<file path="config.mk">
export PLATFORM = sky130hd
export DESIGN_NAME = syncount_param
export DESIGN_NICKNAME = d
export VERILOG_FILES = /design/src/rtl/syncount_param.sv
export SDC_FILE = /design/constraint.sdc
export NUM_CORES = 1
export LEC_CHECK = 0
export BUFFER_PORTS_ARGS = -buffer_cell sky130_fd_sc_hd__buf_2
export CAP_MARGIN = 20
export CORE_ASPECT_RATIO = 0.75
export CORE_MARGIN = 10
export CORE_UTILIZATION = 53
export CTS_CLUSTER_DIAMETER = 120
export DETAILED_ROUTE_END_ITERATION = 8
export MAX_ROUTING_LAYER = met4
export PLACE_DENSITY = 0.81
export SLEW_MARGIN = 10
export SYNTH_ARGS = -nofsm -noshare
export SYNTH_HDL_FRONTEND = slang
export SYNTH_SLANG_ARGS = --single-unit
</file>
<file path="constraint.sdc">
create_clock -name clk -period 4.2 [get_ports clk]
set_clock_uncertainty 0.1 [all_clocks]
set_input_delay 0.63 -clock clk [delete_from_list [all_inputs] [get_ports clk]]
set_output_delay 0.63 -clock clk [all_outputs]
set_load 0.03 [all_outputs]
</file>
<file path="src/rtl/syncount_param.sv">
// syncount_param: parametrised synchronous timebase/event counter.
//   Counts 0..limit up or down, with wrap or saturate at the boundary,
//   parallel load and a clock-enable prescaler. Also produces a wrap
//   pulse and boundary/compare flags.
// Parameters:
//   WIDTH    - counter width in bits (>=2)
//   PRESCALE - enabled cycles per count step (>=1)
// Ports:
//   clk       - clock, rising edge
//   rst       - synchronous active-high reset
//   en        - count enable (prescaler advances only when high)
//   up        - 1 = increment, 0 = decrement
//   sat       - 0 = wrap at boundary, 1 = saturate at boundary
//   load      - parallel load strobe (overrides en)
//   load_val  - value loaded on load
//   limit     - terminal value, count range 0..limit
//   cmp_val   - compare value
//   q         - registered count
//   wrap      - registered one-cycle pulse when q takes a wrapped value
//   at_bound  - registered, q==limit (up) or q==0 (down)
//   cmp_match - registered, q==cmp_val
module syncount_param #(
  parameter int unsigned WIDTH    = 8,
  parameter int unsigned PRESCALE = 1
) (
  input  logic             clk,
  input  logic             rst,
  input  logic             en,
  input  logic             up,
  input  logic             sat,
  input  logic             load,
  input  logic [WIDTH-1:0] load_val,
  input  logic [WIDTH-1:0] limit,
  input  logic [WIDTH-1:0] cmp_val,
  output logic [WIDTH-1:0] q,
  output logic             wrap,
  output logic             at_bound,
  output logic             cmp_match
);

  localparam int unsigned PW = (PRESCALE > 1) ? $clog2(PRESCALE) : 1;
  localparam logic [PW-1:0] PS_LAST = PW'(PRESCALE - 1);

  logic [PW-1:0]    ps;
  logic [PW-1:0]    ps_next;
  logic [WIDTH-1:0] q_next;
  logic             wrap_next;
  logic             step;

  // Next-state: load beats counting; a step fires on the last prescaler phase
  always_comb begin
    ps_next   = ps;
    q_next    = q;
    wrap_next = 1'b0;
    step      = 1'b0;
    if (load) begin
      ps_next = '0;
      q_next  = load_val;
    end else if (en) begin
      if (ps == PS_LAST) begin
        ps_next = '0;
        step    = 1'b1;
      end else begin
        ps_next = ps + PW'(1);
      end
    end

    if (step) begin
      if (up) begin
        if (q < limit) begin
          q_next = q + WIDTH'(1);
        end else if (sat) begin
          q_next = limit;
        end else begin
          q_next    = '0;
          wrap_next = 1'b1;
        end
      end else begin
        // An out-of-range value (e.g. loaded above limit) snaps back to limit
        if (q > limit) begin
          q_next = limit;
        end else if (q != '0) begin
          q_next = q - WIDTH'(1);
        end else if (sat) begin
          q_next = '0;
        end else begin
          q_next    = limit;
          wrap_next = 1'b1;
        end
      end
    end
  end

  // Flags are derived from q_next so they line up with q without latency
  always_ff @(posedge clk) begin
    if (rst) begin
      ps        <= '0;
      q         <= '0;
      wrap      <= 1'b0;
      at_bound  <= 1'b0;
      cmp_match <= 1'b0;
    end else begin
      ps        <= ps_next;
      q         <= q_next;
      wrap      <= wrap_next;
      at_bound  <= up ? (q_next == limit) : (q_next == '0);
      cmp_match <= (q_next == cmp_val);
    end
  end

endmodule
</file>
Word-level counts from Yosys, hierarchy flattened --
Cells that the tools add are included.
Cells by class: bitwise gates (word level) 1, muxes and demuxes 18, add/sub/neg operators 3, $lt $le $gt $ge 2, reduce and logical (&&, ||, !) cells 4, equal/unequal tests 2
Operator list (number):
- $mux W8 | 8
- $eq A8 B8 Y1 | 2
- $mux W1 | 10
- $add A8 B1 Y8 const B | 1
- $gt A8 B8 Y1 | 1
- $logic_not A8 Y1 | 1
- $lt A8 B8 Y1 | 1
- $reduce_bool A8 Y1 | 1
- $sub A8 B1 Y8 const B | 1
- $reduce_or A2 Y1 | 2
- $add A1 B1 Y1 const B | 1
- $not A1 Y1 | 1
Storage, ports and cells: input bits 30, word-level logic and storage cells 35, bits in registers 12, output and inout bits 11

Longest topological paths before layout --
word-level depth 7, mapped depth 12, gate-level depth less buffers 12

Worst setup path before layout --
No wires, ideal clock.
path kind input -> register, from input port limit[1], to register at_bound, data arrival time 3.075 ns, buffers on the path 0, slack 0.965 ns, setup time 0.060 ns, stages 12, required time 4.040 ns, cell sequence inv_1 > ha_1 > nor2b_1 > o211ai_2 > a21o_1 > a21oi_2 > or3_1 > a311oi_4 > xnor2_1 > or4_1 > nor4_2 > a41o_1
Between the ends: word-level cells in the longest chain between the ends 7, elaborated cells on any way between the ends 12, those cells by class order compare (2); eq/ne (1); mux (8); reduce/logical (1)
Ends and longest elaborated chain:
- start: declaration | RTL line 33 | input logic [WIDTH-1:0] limit,
- branches (longest 6 deep; another with $gt A8 B8 Y1)
- $mux W1 * | RTL line 106 | at_bound <= up ? (q_next == limit) : (q_next == '0);
- end signal: assignment | RTL line 106
- end: declaration | RTL line 37 | output logic at_bound,
Mark *: on every way between the ends. A chain may end at the register's enable or synchronous reset.

Worst setup path in the final report --
from register q[1], to register at_bound
Between the ends: word-level cells in the longest chain between the ends 7, elaborated cells on any way between the ends 14, those cells by class add/sub (2); order compare (2); eq/ne (1); mux (7); reduce/logical (2)
Ends and longest elaborated chain:
- start: declaration | RTL line 35 | output logic [WIDTH-1:0] q,
- start signal: assignment | RTL line 104 | q <= q_next;
- $sub A8 B1 Y8 / $reduce_bool A8 Y1 (equally long branches) | RTL line 83, 82
- $mux W8 | RTL line 82 | end else if (q != '0) begin
- $mux W8 | RTL line 80 | if (q > limit) begin
- $mux W8 | RTL line 69 | if (up) begin
- $mux W8 * | RTL line 68 | if (step) begin
- $eq A8 B8 Y1 / $logic_not A8 Y1 (equally long branches) | RTL line 106
- $mux W1 * | RTL line 106
Mark *: on every way between the ends. The rest lies on a longest branch, timed or not.

==> flow_summary.ini <==
[logic_synthesis]
yosysUniqueCellTypes = 49
synthSimpleGateAreaFrac_pct = 26.78
avgSynthCellArea_sq_um = 8.156
ys_seq_elements = 11
synth_mux_area_share_pct = 0
synth-xor-area-share_pct = 15.67
ys_warn_count = 0
synth_area_sq_mm = 0.001509
syn_nets = 226
synthAdderAreaFrac_pct = 9.121
synth-seq-area-share_pct = 14.59
synth_compound_area_share_pct = 28.11
synth_top_family_by_area = compound AO/OA/AOI/OAI gates
synthCells = 185

[place]
portBuffers = 40
gp_congestion = 0.9319
dp_hpwl_microns = 3780

[route]
drt_first_pass_iters = 5
drc = 0
via_per_inst = 6.252
via_count = 1613
routedWlPerCell_microns = 18.43
drt_iter0_drc = 239
drt-total-wl_microns = 4754
antenna_left = 0

[worst_setup_path]
crit_path_end_kind = flip-flop
path_max_fanout = 10
worstSetupPathType = reg -> reg
cp_data_arrival_time_ns = 3.48
startpoint = q[1]
worstReg2RegStart = q[1]
cp-start-kind = flip-flop
required_ns = 4.28

[pwr]
pwr-share-comb_pct = 50.6
clkPwrFrac_pct = 22.3
p_leak_nw = 0.7737
power_density_mw_per_mm2 = 269.6
switching_share_pct = 41.78
max-vdd-ir-drop_mv = 0.1606
p_total_mw = 0.4760
pwr-share-seq_pct = 27.1
internal_power_mw = 0.2771
power_switching_mw = 0.1989

[finish]
syn2layout_area_growth_pct = 17.00
fin_nets = 264
ff_latch_area_sq_um = 220.2
layout_commonest_cell = buf_2
n_antenna_cell = 0
multi_input_area_sq_mm = 0.001202
fin_util_pct = 66.31
drive_gt1_share_pct = 27.03
n_fill_cell = 224
layout_common_cells = buf_2, nor2_1, xnor2_1

[min_path]
hold_path_class = in -> reg
min_from = cmp_val[0]

[timing]
max_freq_mhz = 294.4
rsz0062_at_grt = no
tightest_slew_ns = 0.6816
fin_setup_tns_ns = 0
drv_slew = 0
period_needed_ns = 3.397
final-hold-violation-count = 0
max-slew-margin-rel_pct = 54.39
fin_crit_sh_pct = 80.87
setup_violations = 0

[global_route]
grt_pass1_vias = 1473
gr-total-overflow = 0
track_usage_pct = 17.97
grt_max_degree = 15
grt_pass1_wl_microns = 7521
antenna_found_initial = 0

[clock_tree]
cts_setup_buffers = 0
cts_resized = 0
cts_max_path_buffers = 2
cts_tree = done
cts_buffers = 3
root_buffer = clkbuf_8
postCtsHoldBufs = 0
cts.sinks = 11
cts.reportedPaths.clkPinSlew_ns = 0.05
htreeDepth = 1
clock_latency_ns = 0.24

[floorplanning]
dieHeight_microns = 66.21
core_sq_mm = 0.002663
dieArea_sq_mm = 0.005403
ios = 41
start_util_pct = 56.67
fp.dieW_microns = 81.61
fp-row-count = 16

[run]
cap_violations = 0

[run_status]
status = finished, final reports clean
[final timing paths]
path                to  slack [ns]  cells after the start
max           at_bound        0.80                     11
min          cmp_match        0.59                      3
max reg2reg   at_bound        0.80                     11
min reg2reg       q[4]        0.68                      2
[per-layer routing]
layer  global-route usage [%]  routed length (microns)  vias up  share of wire, %
met2                    26.18                     2076       92                44
met3                    4.212                      514        6                11
met5                        -                        0        -                 0
met4                    2.966                       51        0               1.1
met1                    24.70                     2112      748                44
li1                         -                        -      767                 -
[flip-flops by register name (all words and copies together) (netlist names)]
signal	count
q	8
at_bound	1
cmp_match	1
wrap	1
[kinds of logic after synthesis]
| logic type | count (synthesis) |
|---|---|
| AOI/OAI and AO/OA | 48 |
| xor gates and xnor gates | 27 |
| adders and majority gates | 11 |
| buffers and inverters | 20 |
| DFF | 11 |
| and+or+nand+nor | 68 |
[per-stage QoR]
stage          hold slack [ns]  area (sq um)  setup WS, ns  instances
2_1_floorplan           0.7066          1509        0.9655        185
5_1_grt                 0.5937          1765        0.4871        258
3_3_place_gp            0.6641          1720        0.5735        254
3_5_place_dp            0.6639          1720        0.6251        254
4_1_cts                 0.5865          1765        0.8108        258
6_report                0.5856          1765        0.8033        258
[Yosys cell counts, drive strengths merged]
library cell | n | share of area, %
nor2 | 19 | 4.9
xnor2 | 14 | 8.1
xor2 | 13 | 7.5
inv | 12 | 3.0
a21oi | 11 | 3.9
dfxtp | 11 | 15
ha | 11 | 9.1
nand2 | 11 | 2.7
clkbuf | 6 | 1.5
a221o | 5 | 3.3
nand3 | 5 | 1.7
a22o | 4 | 2.3
a31oi | 4 | 2.9
nand4 | 4 | 1.7
nor2b | 4 | 1.7
nor3 | 4 | 1.3
nor4 | 4 | 3.5
o21ai | 4 | 1.6
or4 | 4 | 2.2
a22oi | 3 | 1.5
a311o | 3 | 2.0
nor3b | 3 | 1.5
nor4b | 3 | 2.7
o211ai | 3 | 1.8
a2111oi | 2 | 1.2
a211oi | 2 | 1.8
a311oi | 2 | 2.3
and3 | 2 | 0.83
buf | 2 | 1.2
o311a | 2 | 1.3
or3 | 2 | 0.83
a21o | 1 | 0.50
a221oi | 1 | 0.99
a41o | 1 | 0.66
and2 | 1 | 0.41
nand2b | 1 | 0.41
or2 | 1 | 0.41
[critical path: stages, from the launching register on]
cell and delay, ns:
dfxtp_1 0.58, ha_1 0.33, nor2b_1 0.14, o211ai_2 0.18
a21o_1 0.19, nand2_1 0.24, and3_1 0.28, o311a_1 0.36
a221oi_2 0.38, nand4_1 0.17, nor4b_1 0.27, a41o_1 0.12
[layout make-up]
| class | instances | area share [%] |
|---|---|---|
| Multi-Input combinational cell | 154 | 68.11 |
| Sequential cell | 11 | 12.47 |
| Timing Repair Buffer | 41 | 11.76 |
| Clock buffer | 4 | 2.551 |
| Inverter | 12 | 2.551 |
| Tap cell | 36 | 2.551 |
[power groups by stage]
stage          sequential, mW  combinational [mW]  clock (mW)
2_1_floorplan           0.135               0.170           0
3_3_place_gp            0.131               0.237           0
3_5_place_dp            0.131               0.236           0
4_1_cts                 0.129               0.238       0.108
5_1_grt                 0.130               0.261       0.113
6_report                0.129               0.241       0.106
Note: power is estimated with default switching activity, not from simulation.
